===== config.mk =====
export PLATFORM = sky130hd
export DESIGN_NAME = issue_ctrl_flat
export DESIGN_NICKNAME = d
export VERILOG_FILES = /design/src/rtl/issue_ctrl_pkg.sv /design/src/rtl/issue_ctrl_if.sv /design/src/rtl/issue_ctrl_scoreboard.sv /design/src/rtl/issue_ctrl.sv /design/src/flat_wrapper.sv
export SDC_FILE = /design/constraint.sdc
export NUM_CORES = 1
export LEC_CHECK = 0
export BUFFER_PORTS_ARGS = -buffer_cell sky130_fd_sc_hd__buf_2
export CORE_ASPECT_RATIO = 1.25
export CORE_MARGIN = 4
export CORE_UTILIZATION = 59
export DETAILED_ROUTE_END_ITERATION = 12
export PLACE_DENSITY = 0.95
export SLEW_MARGIN = 40
export SYNTH_ARGS = -nofsm -noshare
export SYNTH_HDL_FRONTEND = slang
export SYNTH_HIERARCHICAL = 1
export SYNTH_SLANG_ARGS = --single-unit

===== constraint.sdc =====
create_clock -name clk -period 5.09 [get_ports clk]
set_input_delay 0.509 -clock clk [delete_from_list [all_inputs] [get_ports clk]]
set_output_delay 0.509 -clock clk [all_outputs]
set_load 0.02 [all_outputs]

===== src/rtl/issue_ctrl_pkg.sv =====
// Shared types and widths for the decode-stage issue controller.
package issue_ctrl_pkg;
    localparam int REG_ADDR_W  = 5;
    localparam int FLUSH_CNT_W = 3;

    typedef enum logic [1:0] {
        RUN     = 2'd0,
        BR_WAIT = 2'd1,
        FLUSH   = 2'd2
    } hz_state_t;
endpackage


===== src/rtl/issue_ctrl_if.sv =====
// Decode/execute/writeback signals seen by the issue controller, with ID-side and controller-side views.
interface issue_ctrl_if #(
    parameter int NUM_REGS = 32
);
    import issue_ctrl_pkg::*;

    logic                  id_valid_i;
    logic [REG_ADDR_W-1:0] id_rs1_i;
    logic [REG_ADDR_W-1:0] id_rs2_i;
    logic                  id_rs1_used_i;
    logic                  id_rs2_used_i;
    logic [REG_ADDR_W-1:0] id_rd_i;
    logic                  id_rf_wr_en_i;
    logic                  id_is_branch_i;
    logic                  ex_ready_i;
    logic                  wb_rf_wr_en_i;
    logic [REG_ADDR_W-1:0] wb_rd_i;
    logic                  br_resolve_i;
    logic                  br_taken_i;
    logic                  issue_o;
    logic                  id_stall_o;
    logic                  if_stall_o;
    logic                  flush_o;
    logic [NUM_REGS-1:0]   busy_o;
    logic [1:0]            state_o;
    logic                  err_o;

    modport master (
        output id_valid_i, id_rs1_i, id_rs2_i, id_rs1_used_i, id_rs2_used_i,
               id_rd_i, id_rf_wr_en_i, id_is_branch_i, ex_ready_i,
               wb_rf_wr_en_i, wb_rd_i, br_resolve_i, br_taken_i,
        input  issue_o, id_stall_o, if_stall_o, flush_o, busy_o, state_o, err_o
    );

    modport slave (
        input  id_valid_i, id_rs1_i, id_rs2_i, id_rs1_used_i, id_rs2_used_i,
               id_rd_i, id_rf_wr_en_i, id_is_branch_i, ex_ready_i,
               wb_rf_wr_en_i, wb_rd_i, br_resolve_i, br_taken_i,
        output issue_o, id_stall_o, if_stall_o, flush_o, busy_o, state_o, err_o
    );
endinterface


===== src/rtl/issue_ctrl_scoreboard.sv =====
// Per-register busy tracking: hazard lookup for the decoded instruction, set on issue,
// clear on writeback, and a sticky flag for writebacks to registers that were not busy.
module issue_scoreboard
    import issue_ctrl_pkg::*;
#(
    parameter int NUM_REGS  = 32,
    parameter int WB_BYPASS = 1
) (
    input  logic                  clk,
    input  logic                  rst,
    input  logic                  set_en,
    input  logic [REG_ADDR_W-1:0] set_rd,
    input  logic                  wb_en,
    input  logic [REG_ADDR_W-1:0] wb_rd,
    input  logic [REG_ADDR_W-1:0] rs1,
    input  logic                  rs1_used,
    input  logic [REG_ADDR_W-1:0] rs2,
    input  logic                  rs2_used,
    input  logic [REG_ADDR_W-1:0] rd,
    input  logic                  rd_wr,
    output logic                  hazard,
    output logic [NUM_REGS-1:0]   busy,
    output logic                  err
);
    logic [NUM_REGS-1:0] busy_q, busy_d;
    logic                err_q, err_d;
    logic [NUM_REGS-1:0] set_mask, clr_mask;

    function automatic logic clr_busy(input logic [REG_ADDR_W-1:0] r);
        return wb_en && (wb_rd == r) && (r != '0) && (WB_BYPASS != 0);
    endfunction

    function automatic logic blocked(input logic used, input logic [REG_ADDR_W-1:0] r);
        return used && (r != '0) && busy_q[r] && !clr_busy(r);
    endfunction

    always_comb begin
        set_mask = '0;
        clr_mask = '0;
        if (set_en && set_rd != '0) set_mask[set_rd] = 1'b1;
        if (wb_en && wb_rd != '0)   clr_mask[wb_rd]  = 1'b1;
        // set is applied after clear so a same-cycle reissue keeps the register busy
        busy_d = (busy_q & ~clr_mask) | set_mask;
        err_d  = err_q | (wb_en && wb_rd != '0 && !busy_q[wb_rd]);
        hazard = blocked(rs1_used, rs1) || blocked(rs2_used, rs2) || blocked(rd_wr, rd);
    end

    always_ff @(posedge clk or negedge rst) begin
        if (!rst) begin
            busy_q <= '0;
            err_q  <= 1'b0;
        end else begin
            busy_q <= busy_d;
            err_q  <= err_d;
        end
    end

    assign busy = busy_q;
    assign err  = err_q;
endmodule


===== src/rtl/issue_ctrl.sv =====
// Decode-stage issue control: issue/stall decision, branch serialisation FSM and the
// post-branch flush window.
module issue_ctrl
    import issue_ctrl_pkg::*;
#(
    parameter int NUM_REGS     = 32,
    parameter int FLUSH_CYCLES = 2,
    parameter int WB_BYPASS    = 1
) (
    input  logic          clk,
    input  logic          rst,
    issue_ctrl_if.slave   bus
);
    hz_state_t              state_q, state_d;
    logic [FLUSH_CNT_W-1:0] cnt_q, cnt_d;
    logic                   hazard;
    logic                   issue;

    issue_scoreboard #(
        .NUM_REGS  (NUM_REGS),
        .WB_BYPASS (WB_BYPASS)
    ) u_sb (
        .clk      (clk),
        .rst      (rst),
        .set_en   (issue && bus.id_rf_wr_en_i),
        .set_rd   (bus.id_rd_i),
        .wb_en    (bus.wb_rf_wr_en_i),
        .wb_rd    (bus.wb_rd_i),
        .rs1      (bus.id_rs1_i),
        .rs1_used (bus.id_rs1_used_i),
        .rs2      (bus.id_rs2_i),
        .rs2_used (bus.id_rs2_used_i),
        .rd       (bus.id_rd_i),
        .rd_wr    (bus.id_rf_wr_en_i),
        .hazard   (hazard),
        .busy     (bus.busy_o),
        .err      (bus.err_o)
    );

    assign issue = bus.id_valid_i && (state_q == RUN) && bus.ex_ready_i && !hazard;

    always_comb begin
        state_d = state_q;
        cnt_d   = cnt_q;
        case (state_q)
            RUN: begin
                if (issue && bus.id_is_branch_i) state_d = BR_WAIT;
            end
            BR_WAIT: begin
                if (bus.br_resolve_i) begin
                    if (bus.br_taken_i) begin
                        state_d = FLUSH;
                        cnt_d   = FLUSH_CNT_W'(FLUSH_CYCLES - 1);
                    end else begin
                        state_d = RUN;
                    end
                end
            end
            FLUSH: begin
                if (cnt_q == '0) state_d = RUN;
                else             cnt_d   = cnt_q - 1'b1;
            end
            default: state_d = RUN;
        endcase
    end

    always_ff @(posedge clk or negedge rst) begin
        if (!rst) begin
            state_q <= RUN;
            cnt_q   <= '0;
        end else begin
            state_q <= state_d;
            cnt_q   <= cnt_d;
        end
    end

    // flush dominates: a held decode slot is not reported as a stall while it is being invalidated
    assign bus.issue_o    = issue;
    assign bus.id_stall_o = bus.id_valid_i && !issue && (state_q != FLUSH);
    assign bus.if_stall_o = bus.id_valid_i && !issue && (state_q != FLUSH);
    assign bus.flush_o    = (state_q == FLUSH);
    assign bus.state_o    = state_q;
endmodule


===== src/flat_wrapper.sv =====
// flat-port wrapper written by rule: the top's interface ports become plain ports
module issue_ctrl_flat import issue_ctrl_pkg::*;
#(
    parameter int NUM_REGS     = 32,
    parameter int FLUSH_CYCLES = 2,
    parameter int WB_BYPASS    = 1
)
  (clk, rst, bus_id_valid_i, bus_id_rs1_i, bus_id_rs2_i, bus_id_rs1_used_i, bus_id_rs2_used_i, bus_id_rd_i, bus_id_rf_wr_en_i, bus_id_is_branch_i, bus_ex_ready_i, bus_wb_rf_wr_en_i, bus_wb_rd_i, bus_br_resolve_i, bus_br_taken_i, bus_issue_o, bus_id_stall_o, bus_if_stall_o, bus_flush_o, bus_busy_o, bus_state_o, bus_err_o);
  issue_ctrl_if #(.NUM_REGS(NUM_REGS)) bus_i ();
  input  logic clk;
  input  logic rst;
  input wire logic [$bits(bus_i.id_valid_i)-1:0] bus_id_valid_i;
  input wire logic [$bits(bus_i.id_rs1_i)-1:0] bus_id_rs1_i;
  input wire logic [$bits(bus_i.id_rs2_i)-1:0] bus_id_rs2_i;
  input wire logic [$bits(bus_i.id_rs1_used_i)-1:0] bus_id_rs1_used_i;
  input wire logic [$bits(bus_i.id_rs2_used_i)-1:0] bus_id_rs2_used_i;
  input wire logic [$bits(bus_i.id_rd_i)-1:0] bus_id_rd_i;
  input wire logic [$bits(bus_i.id_rf_wr_en_i)-1:0] bus_id_rf_wr_en_i;
  input wire logic [$bits(bus_i.id_is_branch_i)-1:0] bus_id_is_branch_i;
  input wire logic [$bits(bus_i.ex_ready_i)-1:0] bus_ex_ready_i;
  input wire logic [$bits(bus_i.wb_rf_wr_en_i)-1:0] bus_wb_rf_wr_en_i;
  input wire logic [$bits(bus_i.wb_rd_i)-1:0] bus_wb_rd_i;
  input wire logic [$bits(bus_i.br_resolve_i)-1:0] bus_br_resolve_i;
  input wire logic [$bits(bus_i.br_taken_i)-1:0] bus_br_taken_i;
  output wire logic [$bits(bus_i.issue_o)-1:0] bus_issue_o;
  output wire logic [$bits(bus_i.id_stall_o)-1:0] bus_id_stall_o;
  output wire logic [$bits(bus_i.if_stall_o)-1:0] bus_if_stall_o;
  output wire logic [$bits(bus_i.flush_o)-1:0] bus_flush_o;
  output wire logic [$bits(bus_i.busy_o)-1:0] bus_busy_o;
  output wire logic [$bits(bus_i.state_o)-1:0] bus_state_o;
  output wire logic [$bits(bus_i.err_o)-1:0] bus_err_o;
  assign bus_i.id_valid_i = bus_id_valid_i;
  assign bus_i.id_rs1_i = bus_id_rs1_i;
  assign bus_i.id_rs2_i = bus_id_rs2_i;
  assign bus_i.id_rs1_used_i = bus_id_rs1_used_i;
  assign bus_i.id_rs2_used_i = bus_id_rs2_used_i;
  assign bus_i.id_rd_i = bus_id_rd_i;
  assign bus_i.id_rf_wr_en_i = bus_id_rf_wr_en_i;
  assign bus_i.id_is_branch_i = bus_id_is_branch_i;
  assign bus_i.ex_ready_i = bus_ex_ready_i;
  assign bus_i.wb_rf_wr_en_i = bus_wb_rf_wr_en_i;
  assign bus_i.wb_rd_i = bus_wb_rd_i;
  assign bus_i.br_resolve_i = bus_br_resolve_i;
  assign bus_i.br_taken_i = bus_br_taken_i;
  assign bus_issue_o = bus_i.issue_o;
  assign bus_id_stall_o = bus_i.id_stall_o;
  assign bus_if_stall_o = bus_i.if_stall_o;
  assign bus_flush_o = bus_i.flush_o;
  assign bus_busy_o = bus_i.busy_o;
  assign bus_state_o = bus_i.state_o;
  assign bus_err_o = bus_i.err_o;
  issue_ctrl #(.NUM_REGS(NUM_REGS), .FLUSH_CYCLES(FLUSH_CYCLES), .WB_BYPASS(WB_BYPASS)) u_core (.clk(clk), .rst(rst), .bus(bus_i));
endmodule

==> reports/metrics.cfg <==
[logic_synthesis]
yosysUniqueCellTypes=46
postSynth.asyncResetShare_pct=100
post_synth.cell_area_avg_um2=10.2
synthFlopType=dfrtp_1
synth_cells=294
ys_seq_area_share_pct=31.6
syn_area_um2=3010
synth_nets=327
synth_warnings=6
ys_seq_elements=38
synth_edf_count=0

[worst_setup_path]
startpoint_type=primary input
worstPathRequired_ps=4580
path_class=in -> out
worstSetupEndpointType=output pin
crit_fanout=14
worstPathArrival_ps=3120

[detailed_routing]
wl_met1_mm=3.18
wl_per_cell_um=23.4
route.met2.wl_mm=4.58
drt_first_pass_iters=5
highest_layer=met4
postRouteAntennaNets=0
drt-total-wl_mm=9.59
vias=2987
drtIter0Drc=648
drc_errors=0
viasPerCell=7.30
met3_length_mm=1.26

[clock_tree]
cts_buffer_depth=2
holdBufCountCts=0
cts_root_buf=clkbuf_8
path_clk_slew_ps=80
cts_sinks=38
h-tree-depth=2
cts_inserted_buffers=5
cts_tree=yes
postCtsSetupRepairBufs=0
ctsResizeCount=0
clk_latency_ps=290

[global_routing]
gr-total-overflow=0
grt_pass1_vias=2961
grt_pass1_wl_mm=14.9
antenna_found_initial=0
grtUsageTotal_pct=31.1
grt_max_degree=39

[layout]
multi_input_area_um2=1910
final_nets=381
final_util_pct=70.4
seq_area_um2=951
drive_gt1_share_pct=29.8
diodes=0
fillers=368
area_growth_pct=13.2

[power_and_ir_drop]
leakagePower_nw=1.55
power_density_nw_per_um2=289
vdd_drop_max_v=0.000195
fin_total_pwr_w=0.000985

[die]
io_pins=70
start_util_pct=62.2
core-area_um2=4830
die-area_um2=6310
row_count=28
die_h_um=87.8
fp.dieW_um=71.9

[sta]
max_slew_margin_pct=56.6
worst_slew_pin_slew_ps=646
rsz0062_at_grt=false
hold-worst-slack_ps=167
finalMaxSlewViolations=0
setup_ws_ps=1460
skew_ps=9.84
fin_crit_sh_pct=71.4
fin_tns_setup_ps=0
fmax_mhz=275
setup_viol=0
fin_crit_ps=3630
finalHoldViolations=0

[placed_design]
hpwl_mm=6.84
dp_slack_ps=1340
place.gp.congestion=1.00
portBuffers=69

[min_path]
hp-class=in -> async

[outcome]
status=finished, final reports clean

[flow_run]
drv_cap=0

-- cells by family (layout without fill, tap and decap cells) --
kind of cell               Yosys count  after routing  synth area share, %
AOI/OAI and AO/OA                   82             82                 15.4
DFF                                 38             38                 31.6
and+or+nand+nor                     75             75                 14.1
xor gates and xnor gates            16             16                 4.66
muxes                               52             52                 28.6
adders and majority gates            2              2                0.832
buffers and inverters               29             84                 4.74
-- final timing paths --
check,from,endpoint,slack [ps],cells after the start
setup reg to reg,u_core/u_sb/busy[23],u_core/u_sb/busy[6],1620,10
setup / recovery,bus_id_rs2_i[1],bus_id_stall_o,1460,8
hold reg to reg,u_core/u_sb/err,u_core/u_sb/err,470,1
max in group asynchronous,rst,u_core/cnt_q[0],4580,1
hold / removal,rst,u_core/u_sb/busy[29],170,1
min in group clk,u_core/u_sb/err,u_core/u_sb/err,470,1
-- sequential cells by signal, indices dropped and copies added, names as in the netlist --
| register | cells |
|---|---|
| u_core/bus.state_o | 2 |
| u_core/cnt_q | 3 |
| u_core/u_sb/err | 1 |
| u_core/u_sb/busy | 32 |
-- synth_stat cells, types with 4 or more instances --
library cell  instances  share of area [%]
clkbuf_1              7               0.87
xor2_1                8                2.3
nand4_1               4               0.83
nand3b_1              6                1.5
nand2_1              14                1.7
mux4_1                5                4.4
nand2b_1              7                1.5
nand3_1              13                2.2
inv_1                 7               0.87
xnor2_1               8                2.3
nor2_1                6               0.75
mux2i_1              23                7.7
mux4_2               20                 15
buf_4                 4                1.0
buf_2                 8                1.3
dfrtp_1              38                 32
o21ai_0              65                 11
a211oi_1              4                1.0
nor2b_1               7                1.5
-- power by group --
group | switching, W | internal, W | total [W]
sequential | 0.0000563 | 0.000346 | 0.000403
clock | 0.000105 | 0.000109 | 0.000215
combinational | 0.000209 | 0.000158 | 0.000368
total | 0.000371 | 0.000614 | 0.000985
-- per-stage QoR --
step	instances	area, µm²
2_1_floorplan	294	3010
3_3_place_gp	401	3310
3_5_place_dp	401	3310
4_1_cts	409	3400
5_1_grt	409	3400
6_report	409	3400
-- worst max-delay path: stages --
cell,delay [ps]
buf_2,340
mux4_2,580
mux2_2,300
a211oi_1,290
o221ai_1,200
nor4_1,580
nor3b_1,140
buf_2,200
-- final cells by class --
cell class | instances | area share (%)
multi-input cells | 227 | 56.2
flip-flops and latches | 38 | 27.9
repair buffers | 69 | 10.2
clock buffers | 7 | 2.54
well taps | 60 | 2.21
inverters | 7 | 0.772
clock inverters | 1 | 0.147
-- metal layers --
metal	vias to the layer above	GRT usage (%)
met5	-	0
met4	0	20.0
met3	71	8.15
met2	299	48.7
met1	1393	38.1
li1	1224	-
-- cell usage in the layout, fill, tap and decap left out, types with 2 or more instances in the layout --
master,synthesis,final
dfrtp_1,38,38
a211oi_1,4,4
o21ai_0,65,65
nor4_1,3,3
nor2b_1,7,7
a31oi_1,2,2
clkbuf_8,0,6
mux4_1,5,5
buf_2,8,68
nor3b_1,3,3
and2_1,2,2
inv_1,7,7
nand4_1,4,4
mux2i_1,23,23
nand3_1,13,13
ha_1,2,2
nand2_1,14,14
or4_1,2,2
a221oi_1,2,2
xor2_1,8,8
nor3_1,2,2
nand2b_1,7,7
nand3b_1,6,6
nor2_1,6,6
mux2_2,3,3
mux4_2,20,20
a22o_1,2,2
xnor2_1,8,8
No activity file was read; power rests on OpenSTA's default activity.
